===== src/rtl/fuzz_campaign_sched_pkg.sv =====
// Shared Wishbone bundle types, scheduler state encoding and port ownership type
// for the fuzz campaign scheduler.
package fuzz_campaign_sched_pkg;

    typedef struct packed {
        logic [31:0] adr;
        logic [31:0] dat;
        logic [3:0]  sel;
        logic        we;
        logic        stb;
        logic        cyc;
    } wb_req_t;

    typedef struct packed {
        logic [31:0] dat;
        logic        ack;
        logic        err;
    } wb_rsp_t;

    typedef enum logic [2:0] {
        ST_IDLE,
        ST_DRAIN,
        ST_GAP,
        ST_RUN,
        ST_RECORD,
        ST_RELEASE
    } sched_state_t;

    typedef enum logic {
        GRANT_HOST,
        GRANT_FUZZ
    } grant_t;

    localparam wb_rsp_t WB_RSP_IDLE = '0;

endpackage


===== src/rtl/fuzz_campaign_sched_if.sv =====
// One Wishbone link: the master drives req and consumes rsp, the slave the reverse.
interface fuzz_campaign_sched_if;
    import fuzz_campaign_sched_pkg::*;

    wb_req_t req;
    wb_rsp_t rsp;

    modport master (output req, input rsp);
    modport slave  (input req, output rsp);

endinterface


===== src/rtl/fuzz_campaign_sched_wb_owner_mux.sv =====
// Zero-latency ownership mux in front of the IP Wishbone port, plus the single
// error pulse that tells a pre-empted host its cycle was taken away.
module fuzz_campaign_sched_wb_owner_mux
    import fuzz_campaign_sched_pkg::*;
(
    input  logic                        clk,
    input  logic                        rst,
    input  grant_t                      grant,
    input  logic                        force_takeover,
    fuzz_campaign_sched_if.slave        host,
    fuzz_campaign_sched_if.slave        fuzz,
    fuzz_campaign_sched_if.master       ip
);

    logic err_pending;

    // The err lands in the first cycle after takeover, when the fuzzer already owns the port.
    always_ff @(posedge clk) begin
        if (rst) begin
            err_pending <= 1'b0;
        end else begin
            err_pending <= force_takeover;
        end
    end

    always_comb begin
        ip.req   = host.req;
        host.rsp = ip.rsp;
        fuzz.rsp = WB_RSP_IDLE;
        if (grant == GRANT_FUZZ) begin
            ip.req       = fuzz.req;
            fuzz.rsp     = ip.rsp;
            host.rsp     = WB_RSP_IDLE;
            host.rsp.err = err_pending;
        end
    end

endmodule


===== src/rtl/fuzz_campaign_sched.sv =====
// Campaign sequencer: takes the IP port from the host, runs NUM_ITER fuzzer iterations
// with a watchdog, tallies crashes/hangs and hands the port back.
module fuzz_campaign_sched
    import fuzz_campaign_sched_pkg::*;
#(
    parameter int NUM_ITER        = 16,
    parameter int ITER_W          = 16,
    parameter int DRAIN_TIMEOUT   = 64,
    parameter int RUN_TIMEOUT     = 4096,
    parameter int READ_DATA_WIDTH = 32,
    parameter bit STOP_ON_FAIL    = 1'b0
) (
    input  logic                        clk,
    input  logic                        rst,
    input  logic                        start,
    input  logic                        abort,
    output logic                        busy,
    output logic                        done,
    output logic                        fz_enable,
    output logic                        fz_rst_n,
    input  logic                        fz_ack,
    input  logic                        fz_crash,
    input  logic                        fz_hang,
    input  logic                        fz_ovf,
    input  logic [READ_DATA_WIDTH-1:0]  fz_ip_output,
    fuzz_campaign_sched_if.slave        h_bus,
    fuzz_campaign_sched_if.slave        f_bus,
    fuzz_campaign_sched_if.master       ip_bus,
    output logic [ITER_W-1:0]           iter_cnt,
    output logic [ITER_W-1:0]           fail_cnt,
    output logic [ITER_W-1:0]           hang_cnt,
    output logic [ITER_W-1:0]           first_fail,
    output logic                        fail_valid,
    output logic [READ_DATA_WIDTH-1:0]  last_output
);

    localparam int DRAIN_W = $clog2(DRAIN_TIMEOUT) + 1;
    localparam int RUN_W   = $clog2(RUN_TIMEOUT) + 1;
    localparam logic [DRAIN_W-1:0] DRAIN_LAST = DRAIN_W'(DRAIN_TIMEOUT - 1);
    localparam logic [RUN_W-1:0]   RUN_LAST   = RUN_W'(RUN_TIMEOUT - 1);
    localparam logic [ITER_W:0]    ITER_GOAL  = (ITER_W + 1)'(NUM_ITER);

    sched_state_t state, state_nxt;
    grant_t       grant;

    logic [DRAIN_W-1:0]         drain_cnt;
    logic [RUN_W-1:0]           run_cnt;
    logic                       crash_flag;
    logic                       hang_flag;
    logic [READ_DATA_WIDTH-1:0] captured;

    logic begin_campaign;
    logic grab_port;
    logic release_port;
    logic force_takeover;
    logic wd_kill;
    logic last_iter;

    function automatic logic [ITER_W-1:0] sat_inc(input logic [ITER_W-1:0] v);
        return (&v) ? v : v + ITER_W'(1);
    endfunction

    assign last_iter = ({1'b0, iter_cnt} + (ITER_W + 1)'(1)) == ITER_GOAL;
    assign busy      = (state != ST_IDLE);
    assign fz_rst_n  = ~(rst | wd_kill);

    always_ff @(posedge clk) begin
        if (rst) begin
            state <= ST_IDLE;
        end else begin
            state <= state_nxt;
        end
    end

    // fz_ack is tested before the watchdog so a late ack still counts as a clean finish.
    always_comb begin
        state_nxt      = state;
        fz_enable      = 1'b0;
        wd_kill        = 1'b0;
        begin_campaign = 1'b0;
        grab_port      = 1'b0;
        release_port   = 1'b0;
        force_takeover = 1'b0;
        case (state)
            ST_IDLE: begin
                if (start && !abort) begin
                    begin_campaign = 1'b1;
                    state_nxt      = ST_DRAIN;
                end
            end
            ST_DRAIN: begin
                if (!h_bus.req.cyc) begin
                    grab_port = 1'b1;
                    state_nxt = ST_GAP;
                end else if (drain_cnt == DRAIN_LAST) begin
                    grab_port      = 1'b1;
                    force_takeover = 1'b1;
                    state_nxt      = ST_GAP;
                end
            end
            ST_GAP: begin
                state_nxt = ST_RUN;
            end
            ST_RUN: begin
                fz_enable = 1'b1;
                if (fz_ack) begin
                    state_nxt = ST_RECORD;
                end else if (run_cnt == RUN_LAST) begin
                    wd_kill   = 1'b1;
                    state_nxt = ST_RECORD;
                end
            end
            ST_RECORD: begin
                if (last_iter || abort || (STOP_ON_FAIL && (crash_flag || hang_flag))) begin
                    state_nxt = ST_RELEASE;
                end else begin
                    state_nxt = ST_GAP;
                end
            end
            ST_RELEASE: begin
                if (!f_bus.req.cyc) begin
                    release_port = 1'b1;
                    state_nxt    = ST_IDLE;
                end
            end
            default: begin
                state_nxt = ST_IDLE;
            end
        endcase
    end

    always_ff @(posedge clk) begin
        if (rst) begin
            grant <= GRANT_HOST;
            done  <= 1'b0;
        end else begin
            done <= release_port;
            if (grab_port) begin
                grant <= GRANT_FUZZ;
            end else if (release_port) begin
                grant <= GRANT_HOST;
            end
        end
    end

    // Sticky flags accumulate over the whole iteration, including the ack cycle itself.
    always_ff @(posedge clk) begin
        if (rst) begin
            iter_cnt    <= '0;
            fail_cnt    <= '0;
            hang_cnt    <= '0;
            first_fail  <= '0;
            fail_valid  <= 1'b0;
            last_output <= '0;
            captured    <= '0;
            drain_cnt   <= '0;
            run_cnt     <= '0;
            crash_flag  <= 1'b0;
            hang_flag   <= 1'b0;
        end else begin
            case (state)
                ST_IDLE: begin
                    if (begin_campaign) begin
                        iter_cnt   <= '0;
                        fail_cnt   <= '0;
                        hang_cnt   <= '0;
                        first_fail <= '0;
                        fail_valid <= 1'b0;
                        drain_cnt  <= '0;
                    end
                end
                ST_DRAIN: begin
                    if (!grab_port) begin
                        drain_cnt <= drain_cnt + DRAIN_W'(1);
                    end
                end
                ST_GAP: begin
                    crash_flag <= 1'b0;
                    hang_flag  <= 1'b0;
                    run_cnt    <= '0;
                end
                ST_RUN: begin
                    run_cnt    <= run_cnt + RUN_W'(1);
                    crash_flag <= crash_flag | fz_crash | fz_ovf;
                    hang_flag  <= hang_flag | fz_hang | wd_kill;
                    if (fz_ack) begin
                        captured <= fz_ip_output;
                    end
                end
                ST_RECORD: begin
                    iter_cnt    <= sat_inc(iter_cnt);
                    last_output <= captured;
                    if (crash_flag) begin
                        fail_cnt <= sat_inc(fail_cnt);
                    end
                    if (hang_flag) begin
                        hang_cnt <= sat_inc(hang_cnt);
                    end
                    if ((crash_flag || hang_flag) && !fail_valid) begin
                        first_fail <= iter_cnt;
                        fail_valid <= 1'b1;
                    end
                end
                default: begin
                end
            endcase
        end
    end

    fuzz_campaign_sched_wb_owner_mux u_owner_mux (
        .clk            (clk),
        .rst            (rst),
        .grant          (grant),
        .force_takeover (force_takeover),
        .host           (h_bus),
        .fuzz           (f_bus),
        .ip             (ip_bus)
    );

endmodule

===== src/flat_wrapper.sv =====
// flat-port wrapper written by rule: the top's interface ports become plain ports
module fuzz_campaign_sched_flat import fuzz_campaign_sched_pkg::*;
#(
    parameter int NUM_ITER        = 16,
    parameter int ITER_W          = 16,
    parameter int DRAIN_TIMEOUT   = 64,
    parameter int RUN_TIMEOUT     = 4096,
    parameter int READ_DATA_WIDTH = 32,
    parameter bit STOP_ON_FAIL    = 1'b0
)
  (clk, rst, start, abort, busy, done, fz_enable, fz_rst_n, fz_ack, fz_crash, fz_hang, fz_ovf, fz_ip_output, iter_cnt, fail_cnt, hang_cnt, first_fail, fail_valid, last_output, h_bus_req, h_bus_rsp, f_bus_req, f_bus_rsp, ip_bus_req, ip_bus_rsp);
  fuzz_campaign_sched_if h_bus_i ();
  fuzz_campaign_sched_if f_bus_i ();
  fuzz_campaign_sched_if ip_bus_i ();
  input  logic clk;
  input  logic rst;
  input  logic start;
  input  logic abort;
  output logic busy;
  output logic done;
  output logic fz_enable;
  output logic fz_rst_n;
  input  logic fz_ack;
  input  logic fz_crash;
  input  logic fz_hang;
  input  logic fz_ovf;
  input  logic [READ_DATA_WIDTH-1:0] fz_ip_output;
  output logic [ITER_W-1:0] iter_cnt;
  output logic [ITER_W-1:0] fail_cnt;
  output logic [ITER_W-1:0] hang_cnt;
  output logic [ITER_W-1:0] first_fail;
  output logic fail_valid;
  output logic [READ_DATA_WIDTH-1:0] last_output;
  input wire logic [$bits(h_bus_i.req)-1:0] h_bus_req;
  output wire logic [$bits(h_bus_i.rsp)-1:0] h_bus_rsp;
  input wire logic [$bits(f_bus_i.req)-1:0] f_bus_req;
  output wire logic [$bits(f_bus_i.rsp)-1:0] f_bus_rsp;
  output wire logic [$bits(ip_bus_i.req)-1:0] ip_bus_req;
  input wire logic [$bits(ip_bus_i.rsp)-1:0] ip_bus_rsp;
  assign h_bus_i.req = h_bus_req;
  assign h_bus_rsp = h_bus_i.rsp;
  assign f_bus_i.req = f_bus_req;
  assign f_bus_rsp = f_bus_i.rsp;
  assign ip_bus_req = ip_bus_i.req;
  assign ip_bus_i.rsp = ip_bus_rsp;
  fuzz_campaign_sched #(.NUM_ITER(NUM_ITER), .ITER_W(ITER_W), .DRAIN_TIMEOUT(DRAIN_TIMEOUT), .RUN_TIMEOUT(RUN_TIMEOUT), .READ_DATA_WIDTH(READ_DATA_WIDTH), .STOP_ON_FAIL(STOP_ON_FAIL)) u_core (.clk(clk), .rst(rst), .start(start), .abort(abort), .busy(busy), .done(done), .fz_enable(fz_enable), .fz_rst_n(fz_rst_n), .fz_ack(fz_ack), .fz_crash(fz_crash), .fz_hang(fz_hang), .fz_ovf(fz_ovf), .fz_ip_output(fz_ip_output), .h_bus(h_bus_i), .f_bus(f_bus_i), .ip_bus(ip_bus_i), .iter_cnt(iter_cnt), .fail_cnt(fail_cnt), .hang_cnt(hang_cnt), .first_fail(first_fail), .fail_valid(fail_valid), .last_output(last_output));
endmodule

===== config.mk =====
export PLATFORM = sky130hd
export DESIGN_NAME = fuzz_campaign_sched_flat
export DESIGN_NICKNAME = d
export VERILOG_FILES = /design/src/rtl/fuzz_campaign_sched_pkg.sv /design/src/rtl/fuzz_campaign_sched_if.sv /design/src/rtl/fuzz_campaign_sched_wb_owner_mux.sv /design/src/rtl/fuzz_campaign_sched.sv /design/src/flat_wrapper.sv
export SDC_FILE = /design/constraint.sdc
export NUM_CORES = 1
export LEC_CHECK = 0
export ABC_CLOCK_PERIOD_IN_PS = 2600
export CORE_AREA = 2 2 176 178
export DETAILED_ROUTE_END_ITERATION = 8
export DIE_AREA = 0 0 178 180
export MAX_ROUTING_LAYER = met4
export SKIP_LAST_GASP = 1
export SLEW_MARGIN = 20
export SYNTH_ARGS = -nofsm -noshare
export SYNTH_HDL_FRONTEND = slang
export SYNTH_SLANG_ARGS = --single-unit

===== constraint.sdc =====
create_clock -name clk -period 2.6 [get_ports clk]
set_clock_uncertainty 0.15 [all_clocks]
set_input_delay 0.26 -clock clk [delete_from_list [all_inputs] [get_ports clk]]
set_output_delay 0.26 -clock clk [all_outputs]
set_load 0.01 [all_outputs]

# Word-level counts from Yosys, hierarchy flattened
# Index checks and enable logic that the tools add are counted.
totals:
  regBits: 157
  latchBits: 0
  ramBits: 0
  mem_bits_ro: 0
  input_bits: 216
  out_inout_bits: 240
  wordCells: 116
  n_memories: 0
classes:
  add_sub_neg: 6
  multipliers: 0
  n_div: 0
  order_cmp: 0
  eq_ne: 20
  n_shift: 0
  mux: 44
  bitwise_logic: 8
  n_reduce_logical: 23
ops:
  columns: ["operator", "n"]
  rows:
  - ["$pmux W16 S2", 4]
  - ["$mux W16", 7]
  - ["$mux W71", 1]
  - ["$mux W34", 2]
  - ["$add A16 B1 Y16 const B", 3]
  - ["$reduce_and A16 Y1", 3]
  - ["$pmux W13 S2", 1]
  - ["$mux W3", 7]
  - ["$pmux W3 S6", 1]
  - ["$add A16 B1 Y17 const B", 1]
  - ["$eq A17 B5 Y1 const B", 1]
  - ["$mux W1", 15]
  - ["$mux W7", 2]
  - ["$pmux W7 S2", 1]
  - ["$add A13 B1 Y13 const B", 1]
  - ["$eq A13 B12 Y1 const B", 1]
  - ["$reduce_and A4 Y1", 3]
  - ["$ne A2 B1 Y1 const B", 5]
  - ["$ne A2 B2 Y1 const B", 5]
  - ["$reduce_and A3 Y1", 3]
  - ["$reduce_bool A2 Y1", 4]
  - ["$add A7 B1 Y7 const B", 1]
  - ["$eq A7 B6 Y1 const B", 1]
  - ["$eq A3 B2 Y1 const B", 2]
  - ["other kinds (13)", 26]

# Longest topological paths before layout
depth:
  depth_word: 6
  depth_mapped: 9
  ltp_nobuf: 7

# Modules after synthesis
# Synthesis repeated with hierarchy kept, for this count alone.
unflattened:
  hier_cells: 1009
  area_unflattened_um2: 8137.8
modules_own_cells:
  columns: ["mod", "n_inst", "cells_each", "area_each_um2"]
  rows:
  - ["fuzz_campaign_sched", 1, 853, 6776.5]
  - ["fuzz_campaign_sched_wb_owner_mux", 1, 156, 1361.3]

# Worst setup path after synthesis
# OpenSTA, ideal clock, no wires.
synth_timing:
  path_kind: "flip-flop to flip-flop"
  from: "reg u_core.iter_cnt[0]"
  to: "reg u_core.iter_cnt[4]"
  setup_time_ps: 138
  t_arrival_ps: 1983
  required_time_ps: 2312
  path_slack_ps: 330
  stages_incl_launch_ff: 9
  path_cell_list: "dfxtp_1 -> ha_1 -> nand2_1 -> or4_4 -> o21ai_2 -> buf_2 -> a21oi_1 -> o21ai_2 -> a21oi_2"
synth_via:
  elab_chain_len: 3
  elab_cells_between_ends: 6
  cone_classes: "1 x add/sub; 1 x eq/ne; 2 x mux; 2 x reduce/logical"
synth_lines:
  columns: ["element", "line_no", "rtl"]
  rows:
  - ["start, declared", "fuzz_campaign_sched.sv:29", "output logic [ITER_W-1:0] iter_cnt,"]
  - ["start signal, assigned", "fuzz_campaign_sched.sv:191", "iter_cnt <= sat_inc(iter_cnt);"]
  - ["$add A16 B1 Y16 or $reduce_and A16 Y1 (tied branches)", "fuzz_campaign_sched.sv:60", "return (&v) ? v : v + ITER_W'(1);"]
  - ["$mux W16 or $ne A2 B2 Y1 (tied branches)", null, null]
  - ["$pmux W16 S2 or $reduce_and A3 Y1 (tied branches)", null, null]
# Several ways; a longest one is shown, not always the timed one. The select of a mux whose other input is x is not followed.
# A chain may end at the register's enable or synchronous reset.

# Worst setup path in the final report
layout_timing:
  from: "reg u_core.grant"
  to: "out ip_bus_req[3]"
layout_via:
  elab_chain_len: 1
layout_lines:
  columns: ["element", "line_no", "rtl"]
  rows:
  - ["start, declared", "fuzz_campaign_sched.sv:44", "grant_t grant;"]
  - ["start signal, assigned", "fuzz_campaign_sched.sv:134", "grant <= GRANT_HOST;"]
  - ["start signal, assigned", "fuzz_campaign_sched.sv:139", "grant <= GRANT_FUZZ;"]
  - ["start signal, assigned", "fuzz_campaign_sched.sv:141", "grant <= GRANT_HOST;"]
  - ["$mux W71", "fuzz_campaign_sched_wb_owner_mux.sv:30", "if (grant == GRANT_FUZZ) begin"]
  - ["end, declared", "flat_wrapper.sv:38", "output wire logic [$bits(ip_bus_i.req)-1:0] ip_bus_req;"]
# No other way between the ends.

==> impl_metrics.json <==
{
  "clock_sinks": 157,
  "cts.clk_slew.worst_paths_ns": 0.07,
  "drc": 0,
  "grt_pass1_vias": 8682,
  "ys_warn_count": 0,
  "hold_buffers": 0,
  "cts_tree": "done",
  "power_density_nw_per_um2": 525,
  "cts.path.max_buffers": 2,
  "place_congestion": 0.916,
  "numCtsBuffers": 17,
  "die_area_um2": 32000,
  "cap_violations": 0,
  "endpoint_kind": "output pin",
  "synth_cell_types": 64,
  "dpl_cell_area_um2": 13300,
  "yosysSeqAreaShare_pct": 38.5,
  "routed_wl_um": 38300,
  "vias": 8888,
  "hold_viol": 0,
  "cts_root_buf": "clkbuf_16",
  "synth_top_area_share_pct": 38.5,
  "tightest_slew_ns": 0.619,
  "row_count": 64,
  "routed_via_density": 4.75,
  "design_area_um2": 14000,
  "ys_async_sr_fraction_pct": 0,
  "fmax_mhz": 399,
  "fin_crit_ns": 2.51,
  "yosysTopAreaCell": "dfxtp_1",
  "grt_max_degree": 52,
  "port-buffer-count": 455,
  "syn_area_um2": 8160,
  "critPathArrivalTime_ns": 2.10,
  "initial_core_util_pct": 27.0,
  "worstSkewPairLatency_ns": 0.43,
  "synth_edf_count": 0,
  "firstDrtPassIters": 7,
  "fin_nets": 1682,
  "worstPathRequired_ns": 2.19,
  "slew_headroom_pct": 58.8,
  "ctsHtreeMaxLevel": 4,
  "yosys_most_used_dff": "dfxtp_1",
  "die_w_um": 178,
  "drive_gt1_share_pct": 13.6,
  "hpwl_um": 30500,
  "slew_violations": 0,
  "hold_path_class": "input pin to flop",
  "setup.worst_path.start_class": "flop",
  "yosysMostFrequentCell": "nand2_1",
  "synth_fp_nets": 1234,
  "ys_ff_latch": 157,
  "avgSynthCellArea_um2": 8.06,
  "status": "finished clean",
  "grt_pass1_wl_um": 54900,
  "p_leak_nw": 4.80,
  "rsz0062_at_grt": "true",
  "antenna_left": 0,
  "gr-total-overflow": 0,
  "critPathMaxFanout": 46,
  "first_iter_violations": 620,
  "grt_antenna_before_repair": 4,
  "final.fill_count": 2982,
  "wl_per_cell_um": 20.5,
  "grtUsageTotal_pct": 23.7,
  "fin_util_pct": 46.2,
  "die_height_um": 180,
  "vdd_drop_max_mv": 0.489,
  "synth_common_cells": "nand2_1, dfxtp_1, a21oi_1, nor2_1, mux2_2",
  "criticalPathCategory": "flop to output pin",
  "core_um2": 30200,
  "synth_cells": 1013,
  "synthTopCellsByArea": "dfxtp_1, mux2_2, nand2_1, a21oi_1, nor2_1",
  "area_growth_pct": 71.0,
  "pin_count": 456,
  "fin_crit_sh_pct": 96.5,
  "setup_viol": 0
}
[repair_timing]
| item | 4_1_cts | 5_1_grt |
|---|---|---|
| endpoints found under the setup margin | 24 | 15 |
| buffers inserted | 2 | 1 |
| gates resized for setup | 10 | 6 |
| pin swaps | 3 | 1 |
[worst max-delay path, stage by stage, from the launching register on]
cell             delay, ns
dfxtp_4               0.43
buf_12                0.23
mux2_2                0.37
clkdlybuf4s50_1       0.62
[layer usage]
metal	vias to the layer above	track usage [%]	share of wire, %
met1	4182	29.0	44
met3	38	4.04	5.4
met4	0	5.87	1.7
met2	297	40.2	49
li1	4371	-	-
met5	-	-	0
[logic make-up (layout without fill, tap and decap cells)]
logic type	count (synthesis)	count (layout)	synth area share (%)
fa+ha+maj	5	5	0.766
simple gates	485	485	29.8
buf+inv	82	543	4.15
flops	157	157	38.5
other cells	0	2	0
xor+xnor	35	35	3.76
compound gates	176	176	13.0
mux	73	73	10.1
[layout by cell type (no fill, tap or decap), types with 6 or more instances in the layout]
master           count
clkdlybuf4s50_1    452
nand2_1            189
dfxtp_1            153
a21oi_1            118
nor2_1              78
mux2_2              72
buf_4               45
and2_1              39
nor2b_1             38
nand3_1             36
nand4_1             21
xor2_1              19
clkbuf_16           17
xnor2_1             16
nor3_1              15
o21ai_2             10
nand3b_1             9
a21oi_2              9
o21ai_0              8
inv_1                6
nand4b_1             6
and4_1               6
[power by group]
group / switching, mW / total [mW] / internal (mW) / leakage, nW
registers: 0.0625 / 2.51 / 2.44 / 1.27
clock network: 1.15 / 2.43 / 1.28 / 0.280
logic: 1.12 / 2.40 / 1.28 / 3.25
[area by class of cell]
cell class	count	area, um^2	area share, %
diodes	2	5.00	0.0358
clock buffers	17	425	3.05
clock inverters	15	153	1.09
inverters	7	26.3	0.188
multi-input cells	774	4720	33.8
flip-flops and latches	157	3150	22.6
well taps	396	495	3.55
repair buffers	504	4980	35.7
[per-stage QoR]
step           power [mW]  hold WS [ns]  instances    TNS, ns  setup WS, ns
2_1_floorplan        3.56         0.187       1013          0         0.330
3_3_place_gp         4.96         0.285       1836          0       0.00575
3_5_place_dp         4.96         0.293       1836   -0.00741      -0.00741
4_1_cts              7.43         0.201       1870          0        0.0234
5_1_grt              7.65         0.222       1872  -0.000939     -0.000939
6_report             7.33         0.224       1872          0        0.0910
[path summary, 6_finish.rpt]
kind         slack [ns]                      to                start  depth (start not counted)
max                0.09           ip_bus_req[3]         u_core.grant                          3
min                0.22     u_core.captured[22]     fz_ip_output[22]                          3
max reg2reg        0.26      u_core.iter_cnt[3]   u_core.iter_cnt[0]                          8
min reg2reg        0.30  u_core.last_output[25]  u_core.captured[25]                          2
[sequential cells by signal, indices dropped and copies added (netlist names)]
signal,count
u_core.crash_flag,1
u_core.drain_cnt,7
u_core.grant,1
u_core.first_fail,16
u_core.last_output,32
u_core.hang_cnt,16
u_core.done,1
u_core.captured,32
u_core.state,3
u_core.iter_cnt,16
u_core.fail_cnt,16
u_core.fail_valid,1
u_core.hang_flag,1
u_core.run_cnt,13
u_core.u_owner_mux.err_pending,1
No activity file was read; power rests on OpenSTA's default activity.
